==> src/rtl/rv_core_pkg.sv <==
// Shared definitions for the single-cycle RV32 core: next-PC select codes,
// fetch FSM states, the canonical NOP and base opcodes used by decode.
package rv_core_pkg;

  // Next-PC select driven by the control unit
  localparam logic [1:0] BR_SEQ  = 2'b01;
  localparam logic [1:0] BR_JALR = 2'b10;
  localparam logic [1:0] BR_JUMP = 2'b11;

  // addi x0, x0, 0
  localparam logic [31:0] NOP_INSTR = 32'h0000_0013;

  // RV32I base opcodes
  localparam logic [6:0] OP_LUI    = 7'b0110111;
  localparam logic [6:0] OP_AUIPC  = 7'b0010111;
  localparam logic [6:0] OP_JAL    = 7'b1101111;
  localparam logic [6:0] OP_JALR   = 7'b1100111;
  localparam logic [6:0] OP_BRANCH = 7'b1100011;
  localparam logic [6:0] OP_LOAD   = 7'b0000011;
  localparam logic [6:0] OP_STORE  = 7'b0100011;
  localparam logic [6:0] OP_IMM    = 7'b0010011;
  localparam logic [6:0] OP_REG    = 7'b0110011;

  typedef enum logic [1:0] {
    ST_FETCH = 2'd0,
    ST_EXEC  = 2'd1,
    ST_TRAP  = 2'd2
  } fetch_state_e;

endpackage

==> src/rtl/next_pc_calc.sv <==
// Combinational next-PC selection plus 4-byte alignment check of the result.
module next_pc_calc
  import rv_core_pkg::*;
(
  input  logic [31:0] pc,
  input  logic [1:0]  branch,
  input  logic        taken,
  input  logic [31:0] imm,
  input  logic [31:0] jalr_target,
  output logic [31:0] pc_plus4,
  output logic [31:0] next_pc,
  output logic        misalign
);

  assign pc_plus4 = pc + 32'd4;

  // Select the successor PC; 00 and any unknown code fall back to sequential
  always_comb begin
    next_pc = pc_plus4;
    case (branch)
      BR_JALR: next_pc = jalr_target & ~32'd1;
      BR_JUMP: next_pc = taken ? (pc + imm) : pc_plus4;
      default: next_pc = pc_plus4;
    endcase
  end

  assign misalign = |next_pc[1:0];

endmodule

==> src/rtl/instr_fetch_unit.sv <==
// Fetch stage: owns the PC, fetches one instruction per retire through a
// ready-based memory handshake and holds it stable until the core retires it.
module instr_fetch_unit #(
  parameter logic [31:0] RESET_PC  = 32'h0000_0000,
  parameter logic [31:0] NOP_INSTR = rv_core_pkg::NOP_INSTR
) (
  input  logic        clk,
  input  logic        rst_n,
  input  logic [1:0]  BRANCH,
  input  logic        TAKEN,
  input  logic [31:0] IMM,
  input  logic [31:0] JALR_TARGET,
  input  logic        RETIRE,
  input  logic [31:0] IMEM_RDATA,
  input  logic        IMEM_READY,
  output logic        IMEM_REQ,
  output logic [31:0] IMEM_ADDR,
  output logic [31:0] INSTRUCTION,
  output logic [31:0] PC,
  output logic [31:0] PC_PLUS4,
  output logic        INSTR_VALID,
  output logic        MISALIGN,
  output logic [31:0] RETIRE_COUNT
);
  import rv_core_pkg::*;

  // Memory handshake: IMEM_REQ/IMEM_ADDR are asserted in FETCH and held
  // constant until IMEM_READY is seen high on a rising edge; that edge
  // transfers IMEM_RDATA. No request is made while reset is active or on the
  // first edge after release, so a READY overlapping reset release is ignored.

  fetch_state_e state_q, state_d;
  logic         started_q;
  logic [31:0]  pc_q;
  logic [31:0]  instr_q;
  logic         misalign_q;
  logic [31:0]  retire_cnt_q;

  logic [31:0]  npc;
  logic [31:0]  pc_plus4;
  logic         npc_misalign;
  logic         fetch_accept;
  logic         retire_fire;

  next_pc_calc u_next_pc (
    .pc          (pc_q),
    .branch      (BRANCH),
    .taken       (TAKEN),
    .imm         (IMM),
    .jalr_target (JALR_TARGET),
    .pc_plus4    (pc_plus4),
    .next_pc     (npc),
    .misalign    (npc_misalign)
  );

  assign fetch_accept = (state_q == ST_FETCH) && started_q && IMEM_READY;
  assign retire_fire  = (state_q == ST_EXEC) && RETIRE;

  // FSM state register
  always_ff @(posedge clk or negedge rst_n) begin
    if (!rst_n) state_q <= ST_FETCH;
    else        state_q <= state_d;
  end

  // FSM next-state: fetch until accepted, execute until retired, trap forever
  always_comb begin
    state_d = state_q;
    case (state_q)
      ST_FETCH: if (fetch_accept) state_d = ST_EXEC;
      ST_EXEC:  if (RETIRE) state_d = npc_misalign ? ST_TRAP : ST_FETCH;
      ST_TRAP:  state_d = ST_TRAP;
      default:  state_d = ST_FETCH;
    endcase
  end

  // FSM outputs: request only in an armed FETCH, expose instruction only in EXEC
  always_comb begin
    IMEM_REQ    = 1'b0;
    INSTR_VALID = 1'b0;
    INSTRUCTION = NOP_INSTR;
    case (state_q)
      ST_FETCH: IMEM_REQ = started_q;
      ST_EXEC: begin
        INSTR_VALID = 1'b1;
        INSTRUCTION = instr_q;
      end
      default: ;
    endcase
  end

  // Datapath: arm flag, PC, held instruction, sticky fault and retire counter
  always_ff @(posedge clk or negedge rst_n) begin
    if (!rst_n) begin
      started_q    <= 1'b0;
      pc_q         <= RESET_PC;
      instr_q      <= NOP_INSTR;
      misalign_q   <= 1'b0;
      retire_cnt_q <= 32'd0;
    end else begin
      started_q <= 1'b1;
      if (fetch_accept) instr_q <= IMEM_RDATA;
      if (retire_fire) begin
        retire_cnt_q <= retire_cnt_q + 32'd1;
        if (npc_misalign) misalign_q <= 1'b1;
        else              pc_q       <= npc;
      end
    end
  end

  assign IMEM_ADDR    = pc_q;
  assign PC           = pc_q;
  assign PC_PLUS4     = pc_plus4;
  assign MISALIGN     = misalign_q;
  assign RETIRE_COUNT = retire_cnt_q;

endmodule

==> config.mk <==
export PLATFORM = sky130hd
export DESIGN_NAME = instr_fetch_unit
export DESIGN_NICKNAME = d
export VERILOG_FILES = /design/src/rtl/rv_core_pkg.sv /design/src/rtl/next_pc_calc.sv /design/src/rtl/instr_fetch_unit.sv
export SDC_FILE = /design/constraint.sdc
export NUM_CORES = 1
export LEC_CHECK = 0
export BUFFER_PORTS_ARGS = -buffer_cell sky130_fd_sc_hd__clkbuf_2
export CAP_MARGIN = 25
export CELL_PAD_IN_SITES_DETAIL_PLACEMENT = 1
export CELL_PAD_IN_SITES_GLOBAL_PLACEMENT = 2
export CORE_ASPECT_RATIO = 1.25
export CORE_MARGIN = 4
export CORE_UTILIZATION = 30
export CTS_BUF_LIST = sky130_fd_sc_hd__clkbuf_8
export DETAILED_ROUTE_END_ITERATION = 8
export GPL_ROUTABILITY_DRIVEN = 0
export GPL_TIMING_DRIVEN = 0
export PLACE_DENSITY_LB_ADDON = 0.1
export SYNTH_ARGS = -nofsm -noshare
export SYNTH_HDL_FRONTEND = slang
export SYNTH_SLANG_ARGS = --single-unit
export TNS_END_PERCENT = 5
==> constraint.sdc <==
create_clock -name clk -period 3.19 [get_ports clk]
set_input_delay 0.1595 -clock clk [delete_from_list [all_inputs] [get_ports clk]]
set_output_delay 0.1595 -clock clk [all_outputs]
set_load 0.01 [all_outputs]
==> results of run 1 <==
[power by group through the flow]
| stage | clock network [mW] | logic (mW) | registers, mW |
|---|---|---|---|
| CTS | 0.910 | 0.288 | 1.27 |
| global route | 0.962 | 0.317 | 1.27 |
| global placement | 0 | 0.253 | 1.29 |
| finish | 0.873 | 0.285 | 1.27 |
| detailed placement | 0 | 0.258 | 1.29 |
| floorplan | 0 | 0.113 | 1.29 |
[worst reg2reg max path: cells and delay by family (launching register included)]
kind | cells | cell delay [ps]
AO/OA/AOI/OAI | 5 | 1130
AND/OR/NAND/NOR | 3 | 770
flip-flops | 1 | 520
adder cells (fa/ha/maj) | 1 | 380
XOR/XNOR | 1 | 150
[state kept, by name, summed over array words and instances (netlist names)]
register	count
MISALIGN	1
RETIRE_COUNT	32
started_q	1
instr_q	32
IMEM_ADDR	32
state_q	2
[per-layer routing]
layer | vias to the layer above | global-route usage (%)
li1 | 3364 | -
met1 | 3403 | 25.8
met2 | 184 | 35.9
met3 | 14 | 3.29
met4 | 0 | 3.80
met5 | - | 0
[cell type report]
class,instances,area share (%)
plain buffers,64,4.14
multi-input cells,599,45.1
clock buffers,10,1.46
clock inverters,6,0.584
well taps,292,3.88
repair buffers,293,17.4
inverters,19,0.757
flip-flops and latches,100,26.6
[through the flow]
stage / cell area, um^2 / std cells
3_5_place_dp: 8890 / 1338
3_3_place_gp: 8850 / 1337
6_report: 9420 / 1383
2_1_floorplan: 7170 / 782
4_1_cts: 9380 / 1381
5_1_grt: 9420 / 1383
[final timing paths]
check                                 from          endpoint  cells after the start
max                           IMEM_ADDR[4]     IMEM_ADDR[21]                     10
min                         IMEM_RDATA[20]       instr_q[20]                      2
max reg2reg                   IMEM_ADDR[4]     IMEM_ADDR[21]                     10
min reg2reg                RETIRE_COUNT[8]   RETIRE_COUNT[8]                      1
max in group asynchronous            rst_n  RETIRE_COUNT[29]                      3
min in group asynchronous            rst_n       instr_q[11]                      3
[Yosys cell counts, types with 3 or more instances]
master     instances  area share (%)
nor2b_1            6            0.52
clkbuf_1          21             1.1
ha_1              33             5.8
xnor2_1           59             7.2
a21oi_2            3            0.37
nand2b_1           6            0.52
o21ai_0           32             2.2
dfrtp_1           97              34
a221oi_1          12             1.5
buf_2              8            0.56
nand3_1           31             2.2
o21ai_1            3            0.21
nor3_1             8            0.56
buf_4             34             3.6
nand2_1           68             3.6
and4_1             6            0.73
xor2_1            25             3.1
dfstp_2            3             1.1
nand4_1           12             1.0
a21o_1            22             2.3
a211oi_1           5            0.52
o22ai_1           10            0.87
nor2_1            58             3.0
or3_1              3            0.26
inv_1             18            0.94
a2111oi_2          3            0.63
o21bai_1           3            0.31
and2_1            33             2.9
a211o_1            3            0.37
o211ai_1           5            0.52
mux2_2            33             5.2
o31ai_1            4            0.42
nor3b_1            4            0.42
and3_1            13             1.1
a31oi_1            5            0.44
a221o_1            3            0.42
a21oi_1           40             2.8
a222oi_1           4            0.56
[logic make-up (layout without fill, tap and decap cells)]
kind of cell,Yosys count,count (layout)
and+or+nand+nor,263,263
xor gates and xnor gates,84,84
DFF,100,100
other,1,1
buffers and inverters,83,392
muxes,35,35
AOI/OAI and AO/OA,182,182
adders and majority gates,34,34
[timing repair]
item	4_1_cts	5_1_grt
setup endpoints to repair	27	20
hold buffers	27	2
hold endpoints to repair	123	2
resized for setup	7	9
pin swaps	0	0
==> impl_metrics.py, run 1 <==
metrics = {
    "finish": {
        "final_cell_mix": "264 x clkbuf_2, 96 x dfrtp_1, 68 x nand2_1",
        "fin_util_pct": 39.9,
        "area_delta_synth_final_pct": 31.4,
        "final_nets": 1223,
        "final_common_cell": "clkbuf_2",
        "antenna_cells": 0,
        "nFillCells": 2870,
        "drive_gt1_share_pct": 36.4,
        "register_area_um2": 2510,
        "multiInputGateArea_um2": 4250,
    },
    "global_routing": {
        "grt_pass1_wl_mm": 42.4,
        "grt_max_degree": 101,
        "grt_usage_pct": 20.1,
        "antenna_found_initial": 0,
        "overflow": 0,
        "grt_pass1_vias": 7402,
    },
    "critical_path": {
        "critPathArrivalTime_ps": 3350,
        "cp.required_ps": 3490,
        "end_kind": "flop",
        "ff2ff_setup_slack_ps": 140,
        "path_common_cell": "nand2_1",
        "crit_family": "compound AO/OA/AOI/OAI gates",
        "crit_fanout": 8,
        "slowest_delay_ps": 520,
        "critPathSlowestCell": "dfrtp_2",
        "crit_type": "reg2reg",
        "start_kind": "flop",
        "cp_cell_sequence": "ha_1 > nand2_1 > nor3b_1 > o211ai_1 > nand2_1 > a21oi_1 > o21ai_0 > a31oi_1 > xnor2_1 > o21ba_2",
        "critical_path_buf_inv_count": 0,
    },
    "drt": {
        "antenna_left": 0,
        "drt-total-wl_mm": 27.2,
        "top_layer": "met4",
        "vias": 6965,
        "route.detailed.drc": 0,
        "routed-wl-met2_mm": 13.7,
        "wl_met1_mm": 12.1,
        "dr.pass1.iters": 7,
        "vias_per_cell": 5.04,
        "wl_per_cell_um": 19.7,
        "wl_met3_mm": 1.16,
        "drtIter0Drc": 269,
    },
    "timing": {
        "setup_viol": 0,
        "worst_pin_slew_ps": 1090,
        "setup_tns_ps": 0,
        "period_minus_slack_ps": 3050,
        "skew_ps": 24.6,
        "period_share_pct": 95.6,
        "slew_headroom_pct": 26.9,
        "hold_ws_ps": 14.9,
        "rsz0062_at_grt": "false",
        "slew_viol_final": 0,
        "fmax_mhz": 328,
        "hold_violations": 0,
        "worst_slack_ps": 141,
    },
    "logic_synthesis": {
        "synth-compound-area-share_pct": 18.1,
        "synth_seq_cells": 100,
        "synth.net_count": 919,
        "synth_async_sr_flop_share_pct": 100,
        "synth_edf_count": 0,
        "synth_cell_types": 72,
        "synth-simple-area-share_pct": 18.8,
        "synth-adder-area-share_pct": 6.04,
        "ys_warn_count": 0,
        "synth_top_family_by_area": "simple AND/OR/NAND/NOR gates",
        "syn_area_per_cell_um2": 9.17,
        "netlist_area_um2": 7170,
        "synth.area.mux_share_pct": 5.46,
        "syn_inst": 782,
        "ys.flop_type": "dfrtp_1",
        "seq_area_frac_synth_pct": 34.9,
        "synth_xor_area_share_pct": 10.3,
    },
    "placement": {
        "dp_worst_setup_slack_ps": -330,
        "io_buffers": 263,
        "place_hpwl_mm": 21.1,
    },
    "clock_network": {
        "root_buffer": "clkbuf_8",
        "clkSinkCount": 100,
        "cts_buffers": 9,
        "cts_tree": "built",
        "clock_tree.buffer_depth": 2,
        "cts_setup_buffers": 0,
        "insertion_delay_ps": 400,
        "htreeDepth": 3,
        "path_clk_slew_ps": 120,
    },
    "pwr": {
        "p_per_area_nw_per_um2": 257,
        "power.internal_mw": 1.71,
        "leakage_nw": 4.96,
        "sw_frac_of_total_pct": 29.4,
        "power_frac_comb_pct": 11.8,
        "p_seq_share_pct": 52.3,
        "power_mw": 2.43,
        "p_switching_mw": 0.714,
        "max-vdd-ir-drop_v": 0.000174,
        "clkPwrFrac_pct": 36.0,
    },
    "worst_hold_path": {
        "hold_class": "in2reg",
    },
    "floorplan": {
        "die_y_um": 181,
        "rows": 63,
        "io_pins": 266,
        "die_w_um": 146,
        "coreArea_um2": 23600,
        "die_area_um2": 26500,
        "start_util_pct": 30.3,
    },
    "run": {
        "max_cap_violations": 0,
    },
    "status": {
        "status": "finished, final reports clean",
    },
}
Note: power is estimated with default switching activity, not from simulation.
==> run 2, diff against run 1 <==
--- a/config.mk
+++ b/config.mk
@@ -5,13 +5,14 @@
 export SDC_FILE = /design/constraint.sdc
 export NUM_CORES = 1
 export LEC_CHECK = 0
+export ABC_AREA = 1
 export BUFFER_PORTS_ARGS = -buffer_cell sky130_fd_sc_hd__clkbuf_2
 export CAP_MARGIN = 25
 export CELL_PAD_IN_SITES_DETAIL_PLACEMENT = 1
 export CELL_PAD_IN_SITES_GLOBAL_PLACEMENT = 2
 export CORE_ASPECT_RATIO = 1.25
 export CORE_MARGIN = 4
-export CORE_UTILIZATION = 30
+export CORE_UTILIZATION = 27
 export CTS_BUF_LIST = sky130_fd_sc_hd__clkbuf_8
 export DETAILED_ROUTE_END_ITERATION = 8
 export GPL_ROUTABILITY_DRIVEN = 0
==> run 2 against run 1 <==
Highest routed layer is now met5. Largest cell class unchanged. Synthesized area grew 21%. Maximum frequency grew 5.8%. Non-clock buffer count grew 5. Count of clock-buffer cells in the layout shrank 1. Register-to-register slack gained 170 ps. Via count grew 40%. Clock skew shrank 10 ps. Core utilization shrank 4.9 points. Critical path type unchanged. Global-route usage grew 1.3 points.
==> impl_metrics.py, run 2 <==
metrics = {
    "status": {
        "status": "finished, final reports clean",
    },
    "pwr": {
        "max-vdd-ir-drop_v": 0.000247,
        "leakage_nw": 6.56,
        "p_per_area_nw_per_um2": 771,
    },
    "timing": {
        "rsz0062_at_grt": "false",
        "slew_viol_final": 0,
        "worst_slack_ps": 310,
        "period_share_pct": 90.3,
        "fmax_mhz": 347,
        "setup_viol": 0,
        "hold_violations": 0,
        "skew_ps": 14.4,
        "slew_headroom_pct": 46.5,
        "worst_pin_slew_ps": 803,
        "setup_tns_ps": 0,
        "period_minus_slack_ps": 2880,
    },
    "critical_path": {
        "critical_path_buf_inv_count": 2,
        "crit_fanout": 10,
        "start_kind": "flop",
        "cp.required_ps": 3500,
        "cp_cell_sequence": "ha_1 > fa_1 > o31ai_1 > nand3_1 > buf_4 > buf_6 > a21oi_1 > o21ai_0 > a21oi_1 > nor2_1",
        "end_kind": "flop",
        "crit_family": "compound AO/OA/AOI/OAI gates",
        "critPathArrivalTime_ps": 3190,
        "crit_type": "reg2reg",
        "path_common_cell": "a21oi_1",
        "critPathSlowestCell": "fa_1",
        "slowest_delay_ps": 510,
    },
    "floorplan": {
        "die_area_um2": 35200,
        "die_w_um": 169,
        "io_pins": 266,
        "start_util_pct": 27.4,
        "die_y_um": 209,
        "coreArea_um2": 31800,
        "rows": 73,
    },
    "clock_network": {
        "htreeDepth": 3,
        "cts_setup_buffers": 0,
        "clkSinkCount": 100,
        "path_clk_slew_ps": 110,
        "cts-resized-gates": 0,
        "insertion_delay_ps": 420,
        "cts_tree": "built",
        "cts_buffers": 9,
        "hold_buffers": 34,
        "clock_tree.buffer_depth": 2,
        "root_buffer": "clkbuf_8",
    },
    "finish": {
        "area_delta_synth_final_pct": 27.6,
        "final_nets": 1842,
        "nFillCells": 4229,
        "final_common_cell": "nand2_1",
        "drive_gt1_share_pct": 20.6,
        "final_cell_mix": "403 x nand2_1, 263 x inv_1, 261 x clkbuf_2",
    },
    "logic_synthesis": {
        "yosysTopAreaCell": "dfrtp_1",
        "seq_area_frac_synth_pct": 28.8,
        "yosys-top-cells-area": "dfrtp_1 28%, nand2_1 17%, inv_1 11%",
        "synthTopCellsByCount": "403 x nand2_1, 263 x inv_1, 155 x nor2_1, 101 x a21oi_1, 97 x dfrtp_1",
        "syn_inst": 1397,
        "yosys.cell_count.top_type": "nand2_1",
        "yosysTopAreaCellShare_pct": 27.9,
        "ys_warn_count": 0,
        "netlist_area_um2": 8700,
        "synth_cell_types": 46,
        "synth_seq_cells": 100,
        "synth_async_sr_flop_share_pct": 100,
        "synth_edf_count": 0,
        "syn_area_per_cell_um2": 6.23,
        "synth.net_count": 1534,
        "ys.flop_type": "dfrtp_1",
    },
    "placement": {
        "dp_worst_setup_slack_ps": 299,
        "place_hpwl_mm": 31.2,
        "io_buffers": 262,
    },
    "drt": {
        "wl_per_cell_um": 17.8,
        "vias": 9749,
        "route.detailed.drc": 0,
        "vias_per_cell": 4.59,
        "drtIter0Drc": 341,
        "dr.pass1.iters": 4,
        "drt-total-wl_mm": 37.8,
        "antenna_left": 0,
    },
    "global_routing": {
        "grtUsageMet1_pct": 24.9,
        "overflow": 0,
        "met2_usage_pct": 40.0,
        "grt_max_degree": 69,
        "grt_usage_pct": 21.5,
        "antenna_found_initial": 2,
        "grt_pass1_wl_mm": 58.7,
        "grt_pass1_vias": 10476,
        "use_met3_pct": 4.33,
        "top_usage_layer": "met2",
    },
    "worst_hold_path": {
        "hold_class": "in2reg",
    },
    "run": {
        "max_cap_violations": 0,
    },
}
## run 2: layout make-up
cell class | instances | area, um^2 | share of cell area [%]
antenna | 1 | 2.50 | 0.0225
buffer | 65 | 397 | 3.57
clock buffer | 9 | 124 | 1.12
clock inverter | 6 | 72.6 | 0.654
inverter | 267 | 1000 | 9.03
multi-input combinational | 965 | 4800 | 43.2
sequential | 100 | 2510 | 22.6
tap | 412 | 515 | 4.64
timing repair buffer | 297 | 1690 | 15.2
## run 2: metal layers
layer / part of all wire (%) / vias to the layer above
li1: - / 4901
met1: 41 / 4601
met2: 52 / 202
met3: 5.4 / 41
met4: 2.0 / 4
met5: 0.058 / -
## run 2: metrics by stage
| stage | total power [mW] | area [um^2] | util (%) | hold WS, ps | cells |
|---|---|---|---|---|---|
| 2_1_floorplan | 5.45 | 8700 | - | -136 | 1397 |
| 3_3_place_gp | 7.66 | 10500 | 33.1 | 393 | 2071 |
| 3_5_place_dp | 7.72 | 10600 | 33.2 | 107 | 2072 |
| 4_1_cts | 8.70 | 11100 | 34.9 | 31.0 | 2121 |
| 5_1_grt | 9.45 | 11100 | 34.9 | 59.7 | 2121 |
| 6_report | 8.56 | 11100 | 34.9 | 53.5 | 2122 |
## run 2: path summary, 6_finish.rpt
kind / cells past startpoint / slack [ps] / start / endpoint
setup / recovery: 10 / 310 / IMEM_ADDR[0] / IMEM_ADDR[19]
hold / removal: 3 / 50 / JALR_TARGET[11] / IMEM_ADDR[11]
setup reg to reg: 10 / 310 / IMEM_ADDR[0] / IMEM_ADDR[19]
hold reg to reg: 1 / 480 / RETIRE_COUNT[31] / RETIRE_COUNT[31]
max in group asynchronous: 3 / 2270 / rst_n / instr_q[1]
min in group asynchronous: 2 / 190 / rst_n / IMEM_ADDR[28]
## run 2: worst reg2reg max path, delay by kind of cell, from the launching register on
kind / cells / cell delay [ps]
AND/OR/NAND/NOR: 2 / 200
buffers and inverters: 2 / 380
adder cells (fa/ha/maj): 2 / 840
flip-flops: 1 / 450
AO/OA/AOI/OAI: 4 / 910
## run 2: cell families after synthesis
logic type               synth area share [%]
buffers and inverters                    16.1
multiplexers                            0.388
adder cells (fa/ha/maj)                  4.97
AND/OR/NAND/NOR                          33.6
flip-flops                               28.8
AO/OA/AOI/OAI                            11.6
other                                  0.0431
XOR/XNOR                                 4.43
## run 2: report_power, final
| part | switching [mW] | total, mW | internal, mW |
|---|---|---|---|
| logic | 3.48 | 5.44 | 1.96 |
| registers | 0.593 | 2.21 | 1.62 |
| clock network | 0.543 | 0.914 | 0.371 |
| total | 4.61 | 8.56 | 3.95 |
